**src/rtl/uart_rx_edge_bit_sampler.sv**
```systemverilog
// UART RX oversampling front end: 2-flop line synchroniser, per-bit edge counter,
// frame bit counter and a 3-sample mid-bit majority vote.
module uart_rx_edge_bit_sampler #(
    parameter int unsigned Data_Width = 8,
    parameter int unsigned B_C_W      = $clog2(Data_Width + 4)
) (
    input  logic             CLK,
    input  logic             RST,
    input  logic             RX_In,
    input  logic [5:0]       Prescale,
    input  logic             edge_bit_en,
    input  logic             data_samp_en,
    output logic             RX_Sync,
    output logic [5:0]       edge_count,
    output logic [B_C_W-1:0] Bit_Count,
    output logic             sampled_bit,
    output logic             sample_valid
);

    logic             r_sync1;
    logic             r_sync2;
    logic [5:0]       r_edge_count;
    logic [B_C_W-1:0] r_bit_count;
    logic             r_s0;
    logic             r_s1;
    logic             r_sampled_bit;
    logic             r_sample_valid;

    logic [5:0]       w_final;
    logic [5:0]       w_mid;
    logic [5:0]       w_mid_m1;
    logic [5:0]       w_mid_p1;
    logic             w_wrap;
    logic             w_samp_act;
    logic             w_majority;
    logic [5:0]       w_edge_d;
    logic [B_C_W-1:0] w_bit_d;

    // Sampling points derived from the oversampling ratio, all 6-bit modular.
    assign w_final  = Prescale - 6'd1;
    assign w_mid    = Prescale >> 1;
    assign w_mid_m1 = w_mid - 6'd1;
    assign w_mid_p1 = w_mid + 6'd1;

    // Prescale=0 makes Final wrap to 63; force a wrap every cycle so it behaves like 1.
    assign w_wrap     = (r_edge_count >= w_final) || (Prescale == 6'd0);
    assign w_samp_act = data_samp_en & edge_bit_en;
    assign w_majority = (r_s0 & r_s1) | (r_s0 & r_sync2) | (r_s1 & r_sync2);

    // Two-flop synchroniser; resets to the idle-high line level.
    always_ff @(posedge CLK or negedge RST) begin
        if (!RST) begin
            r_sync1 <= 1'b1;
            r_sync2 <= 1'b1;
        end else begin
            r_sync1 <= RX_In;
            r_sync2 <= r_sync1;
        end
    end

    // Next-state for the edge and bit counters; a disabled counter clears, even on a wrap.
    always_comb begin
        w_edge_d = r_edge_count;
        w_bit_d  = r_bit_count;
        if (!edge_bit_en) begin
            w_edge_d = 6'd0;
            w_bit_d  = '0;
        end else if (w_wrap) begin
            w_edge_d = 6'd0;
            if (r_bit_count != {B_C_W{1'b1}}) begin
                w_bit_d = r_bit_count + {{(B_C_W-1){1'b0}}, 1'b1};
            end
        end else begin
            w_edge_d = r_edge_count + 6'd1;
        end
    end

    // Counter state registers.
    always_ff @(posedge CLK or negedge RST) begin
        if (!RST) begin
            r_edge_count <= 6'd0;
            r_bit_count  <= '0;
        end else begin
            r_edge_count <= w_edge_d;
            r_bit_count  <= w_bit_d;
        end
    end

    // Mid-bit sampler: capture two samples, then vote with the third and strobe valid.
    always_ff @(posedge CLK or negedge RST) begin
        if (!RST) begin
            r_s0           <= 1'b0;
            r_s1           <= 1'b0;
            r_sampled_bit  <= 1'b0;
            r_sample_valid <= 1'b0;
        end else begin
            r_sample_valid <= 1'b0;
            if (w_samp_act) begin
                if (r_edge_count == w_mid_m1) begin
                    r_s0 <= r_sync2;
                end
                if (r_edge_count == w_mid) begin
                    r_s1 <= r_sync2;
                end
                if (r_edge_count == w_mid_p1) begin
                    r_sampled_bit  <= w_majority;
                    r_sample_valid <= 1'b1;
                end
            end
        end
    end

    assign RX_Sync      = r_sync2;
    assign edge_count   = r_edge_count;
    assign Bit_Count    = r_bit_count;
    assign sampled_bit  = r_sampled_bit;
    assign sample_valid = r_sample_valid;

endmodule

```
**config.mk**
```make
export PLATFORM = sky130hd
export DESIGN_NAME = uart_rx_edge_bit_sampler
export DESIGN_NICKNAME = d
export VERILOG_FILES = /design/src/rtl/uart_rx_edge_bit_sampler.sv
export SDC_FILE = /design/constraint.sdc
export NUM_CORES = 1
export LEC_CHECK = 0
export CAP_MARGIN = 0
export CORE_ASPECT_RATIO = 0.7
export CORE_UTILIZATION = 50
export CTS_BUF_LIST = sky130_fd_sc_hd__clkbuf_4 sky130_fd_sc_hd__clkbuf_8
export DETAILED_ROUTE_END_ITERATION = 10
export PLACE_DENSITY = 0.77
export SLEW_MARGIN = 20
export SYNTH_ARGS = -nofsm -noshare
export SYNTH_HDL_FRONTEND = slang
export SYNTH_SLANG_ARGS = --single-unit
```
**constraint.sdc**
```tcl
create_clock -name CLK -period 3.5 [get_ports CLK]
set_input_delay 0.525 -clock CLK [delete_from_list [all_inputs] [get_ports CLK]]
set_output_delay 0.525 -clock CLK [all_outputs]
set_load 0.03 [all_outputs]
```
# Yosys cells after proc, flatten, opt, wreduce, memory -nomap -nowiden
# Index checks and enable logic that the tools add are counted.
[word_totals] latchBits=0 out_inout_bits=13 n_memories=0 regBits=16 ramBits=0 rom_bits=0
[op_classes] order_cmp=1 div=0 addsub=5 shifts=0 n_mux=7 n_mul=0 eq_ne=6 n_reduce_logical=6 bitwise=6
[ops] operator="$eq A6 B6 Y1" n=2
[ops] operator="$mux W4" n=3
[ops] operator="$mux W6" n=2
[ops] operator="$reduce_and A2 Y1" n=4
[ops] operator="$add A5 B1 Y6 const B" n=1
[ops] operator="$add A6 B1 Y6 const B" n=1
[ops] operator="$eq A6 B5 Y1" n=1
[ops] operator="$ge A6 B6 Y1" n=1
[ops] operator="$logic_not A6 Y1" n=1
[ops] operator="$sub A5 B1 Y6 const B" n=1
[ops] operator="$sub A6 B1 Y6 const B" n=1
[ops] operator="$add A4 B1 Y4 const B" n=1
[ops] operator="$and A1 B1 Y1" n=4
[ops] operator="$ne A2 B1 Y1 const B" n=2
[ops] operator="$ne A4 B4 Y1 const B" n=1
[ops] operator="$mux W1" n=2
[ops] operator="$or A1 B1 Y1" n=2
[ops] operator="$logic_or A1 B1 Y1" n=1

# Logic depth before layout (Yosys ltp)
[logic_depth] word_depth=5 ltp_mapped=14

# Least setup slack after synthesis
# No wires, ideal clock.
[synth_timing] path_type="input -> register" startpoint="in Prescale[2]" endpoint="reg r_bit_count[1] (netlist: Bit_Count[1])" slack_ps=775 path_stages=14 setup_ps=124 path_buffers=2 arrival_time_ps=2601 required_ps=3376 cell_sequence="buf_2 > inv_1 > ha_1 > nand2b_1 > nor2_1 > nand2_1 > xor2_1 > ha_1 > and2_1 > a2111oi_4 > inv_2 > a21o_1 > buf_6 > a211o_1"
[synth_between] elab_chain_cells=5 elab_cells_between_ends=6
[synth_rtl] element="start, declared" line_no="10" text="input logic [5:0] Prescale,"
[synth_rtl] element="$sub A6 B1 Y6" line_no="40" text="assign w_final = Prescale - 6'd1;"
[synth_rtl] element="$ge A6 B6 Y1" line_no="46" text="assign w_wrap = (r_edge_count >= w_final) || (Prescale == 6'd0);"
[synth_rtl] element="$logic_or A1 B1 Y1 *" line_no="46"
[synth_rtl] element="$ne A2 B1 Y1 (no line) *"
[synth_rtl] element="$reduce_and A2 Y1 (no line) *"
[synth_rtl] element="end signal, assigned" line_no="85" text="r_bit_count <= w_bit_d;"
[synth_rtl] element="end, declared" line_no="23" text="logic [B_C_W-1:0] r_bit_count;"
# Mark *: on every way between the ends. The rest lies on a longest branch, timed or not.
# A chain may end at the register's enable or synchronous reset.

# Final worst setup path
[layout_timing] startpoint="in Prescale[1]" endpoint="reg r_bit_count[1] (netlist: Bit_Count[1])"
# Same word-level chain as after synthesis.

==> results.ini <==
[outcome]
status = finished clean

[global_routing]
overflow = 0
grt_pass1_vias = 1065
grt_use_total = 0.2218
grt_first_pass_wirelength_um = 4747
grt_max_degree = 17
antenna_found_initial = 0

[clock_network]
clk_latency_ns = 0.26
clock-root-buffer = clkbuf_8
cts_max_path_buffers = 2
numCtsBuffers = 3
cts_resized = 0
cts_tree = done
cts-hold-fix-buffers = 0
path_clk_slew_ns = 0.07
htreeDepth = 1
cts_sinks = 16
cts_setup_buffers = 0

[logic_synthesis]
syn_area_mm2 = 0.001309
synth_most_common_cell = nor2_1
synth_cell_types = 40
avgSynthCellArea_um2 = 9.416
synth-edff-count = 0
synth_seq_cells = 16
synth.yosys.seq_area_share = 0.3078
async_flop_share = 1.000
yosys-top-cells-area = dfrtp_1 (27%), ha_1 (12%), xor2_1 (7.4%), xnor2_1 (4.7%), nor2_1 (4.6%)
yosysTopAreaCell = dfrtp_1
syn_inst = 139
syn_nets = 163
netlist.area_leader.share = 0.2677
synth_flop_cell = dfrtp_1
ys_warn_count = 0
synthTopCellsByCount = nor2_1 (16), dfrtp_1 (14), ha_1 (13), nand2_1 (13), xor2_1 (11)

[place]
gp_congestion = 0.9205
io_buffers = 23
place_ws_ns = 0.1645
dp_cells = 195
dp_hpwl_um = 2125

[route]
drcViolationCount = 0
drt-total-wl_um = 2864
vias = 1117
via_per_inst = 5.613
postRouteAntennaNets = 0
wire_per_inst_um = 14.39
drtIter0Drc = 43
drt-pass1-iter-count = 4

[worst_setup_path]
crit_top_cell = ha_1
cp-startpoint = Prescale[1]
worstRegToRegCells = 6
critical_path.max_fanout = 10
r2r-end = Bit_Count[1]
startpoint_type = primary input
end_kind = flop
cp-endpoint = Bit_Count[1]
r2r_slack_ns = 1.39
critical_path.max_stage_delay_ns = 0.42
crit_type = primary input to flop
cp.arrival_ns = 3.24
rr_startpoint = edge_count[5]
required_ns = 3.64
cp_slowest_cell = clkdlybuf4s50_1
path_cells = clkdlybuf4s50_1, inv_1, ha_1, nand2b_1, nor2_1, nand2_1, xor2_1, ha_1, and2_1, a2111oi_4, inv_2, a21o_1, a211o_1

[timing]
timing.slew.headroom = 0.5328
setup_ws_ns = 0.4035
rsz0062_at_grt = no
slew_violations = 0
finClkSkew_ns = 0.006313
fin_crit_sh = 0.8847
hold_viol_final = 0
tns_ns = 0
fmax_mhz = 322.9
finalSetupViolCount = 0
min_period_ns = 3.097
tightest_slew_ns = 0.6987

[power]
swShare = 0.3267
cellLeakagePower_nw = 0.7301
total_power_mw = 0.5690
pwr-share-clk = 0.290
switchingPower_mw = 0.1859
pwr-share-seq = 0.401
p_comb_frac = 0.309
powerDensity_mw_per_mm2 = 348.5
p_int_mw = 0.3831
peakVddDrop_v = 0.0003165

[die]
pin_count = 24
die_w_um = 63.15
dieArea_mm2 = 0.002829
initial_core_util = 0.5283
core_mm2 = 0.002477
dieHeight_um = 44.81
rows = 15

[finish]
drive_gt1_frac = 0.1030
stdcell_count = 199
nets = 190
fill_cells = 207
n_antenna_cell = 0
synthToLayoutAreaGrowth_pct = 24.76

[worst_hold_path]
min_from = r_sync1
hold_path_class = flop to flop

[run]
max_cap_violations = 0

-- state kept, by name, indices dropped and copies added (netlist names) --
register / cells
r_s0: 1
r_sync1: 1
edge_count: 6
Bit_Count: 4
RX_Sync: 1
sample_valid: 1
sampled_bit: 1
r_s1: 1
-- layout make-up --
type,count,area (µm²),share of cell area
multi-input combinational,111,845.8,0.5180
sequential,16,402.9,0.2467
timing repair buffer,27,260.3,0.1594
clock buffer,4,55.05,0.03372
tap,34,42.54,0.02605
inverter,7,26.28,0.01609
-- worst max-delay path, delay by kind of cell --
kind | cells | cell delay, ns
buffers and inverters | 3 | 0.63
adders and majority gates | 2 | 0.54
xor gates and xnor gates | 1 | 0.14
AOI/OAI and AO/OA | 3 | 0.88
and+or+nand+nor | 4 | 0.54
-- placed cells by master (no fill, tap or decap), types with 2 or more instances in the layout --
cell	count
mux2_1	3
nand3b_1	2
a211o_1	2
clkbuf_8	4
nand2_1	13
buf_4	4
a2111oi_4	2
xnor2_1	7
ha_1	13
nor2_1	16
clkdlybuf4s50_1	23
xor2_1	11
dfstp_2	2
inv_1	6
a21oi_1	5
dfrtp_1	14
nand2b_1	3
a211oi_1	3
and3_1	5
and2_1	2
nand3_1	5
nor3_1	2
-- logic make-up (layout without fill, tap and decap cells) --
logic type               after synthesis  after routing  synth area share
adder cells (fa/ha/maj)               14             14            0.1319
AND/OR/NAND/NOR                       56             56            0.2209
buffers and inverters                 12             38           0.04588
XOR/XNOR                              19             19            0.1329
AO/OA/AOI/OAI                         19             19            0.1348
multiplexers                           3              3           0.02581
flip-flops                            16             16            0.3078
-- metrics by stage --
stage               hold slack (ns)    util  area (µm²)
global route                 0.3590  0.6591        1633
finish                       0.3561  0.6591        1633
global placement             0.3469  0.6369        1578
floorplan                    0.2294       -        1309
detailed placement           0.3491  0.6369        1578
CTS                          0.3576  0.6591        1633
-- power by group through the flow --
stage	sequential (mW)	clock, mW	combinational (mW)
3_3_place_gp	0.231	0	0.168
3_5_place_dp	0.231	0	0.172
4_1_cts	0.228	0.167	0.177
6_report	0.228	0.165	0.176
5_1_grt	0.232	0.175	0.192
2_1_floorplan	0.246	0	0.0927
-- worst min path at each step --
stage / cells after the start / to / slack, ns
finish: 0 / RX_Sync / 0.36
global route: 0 / RX_Sync / 0.36
CTS: 0 / RX_Sync / 0.36
detailed placement: 0 / RX_Sync / 0.35
global placement: 0 / RX_Sync / 0.35
floorplan: 0 / Bit_Count[0] / 0.23
-- metal layers --
layer / wire, µm / track usage
met1: 1387 / 0.3154
met2: 1208 / 0.3312
met3: 215 / 0.03788
met4: 53 / 0.1070
met5: 0 / 0
Note: power is estimated with default switching activity, not from simulation.
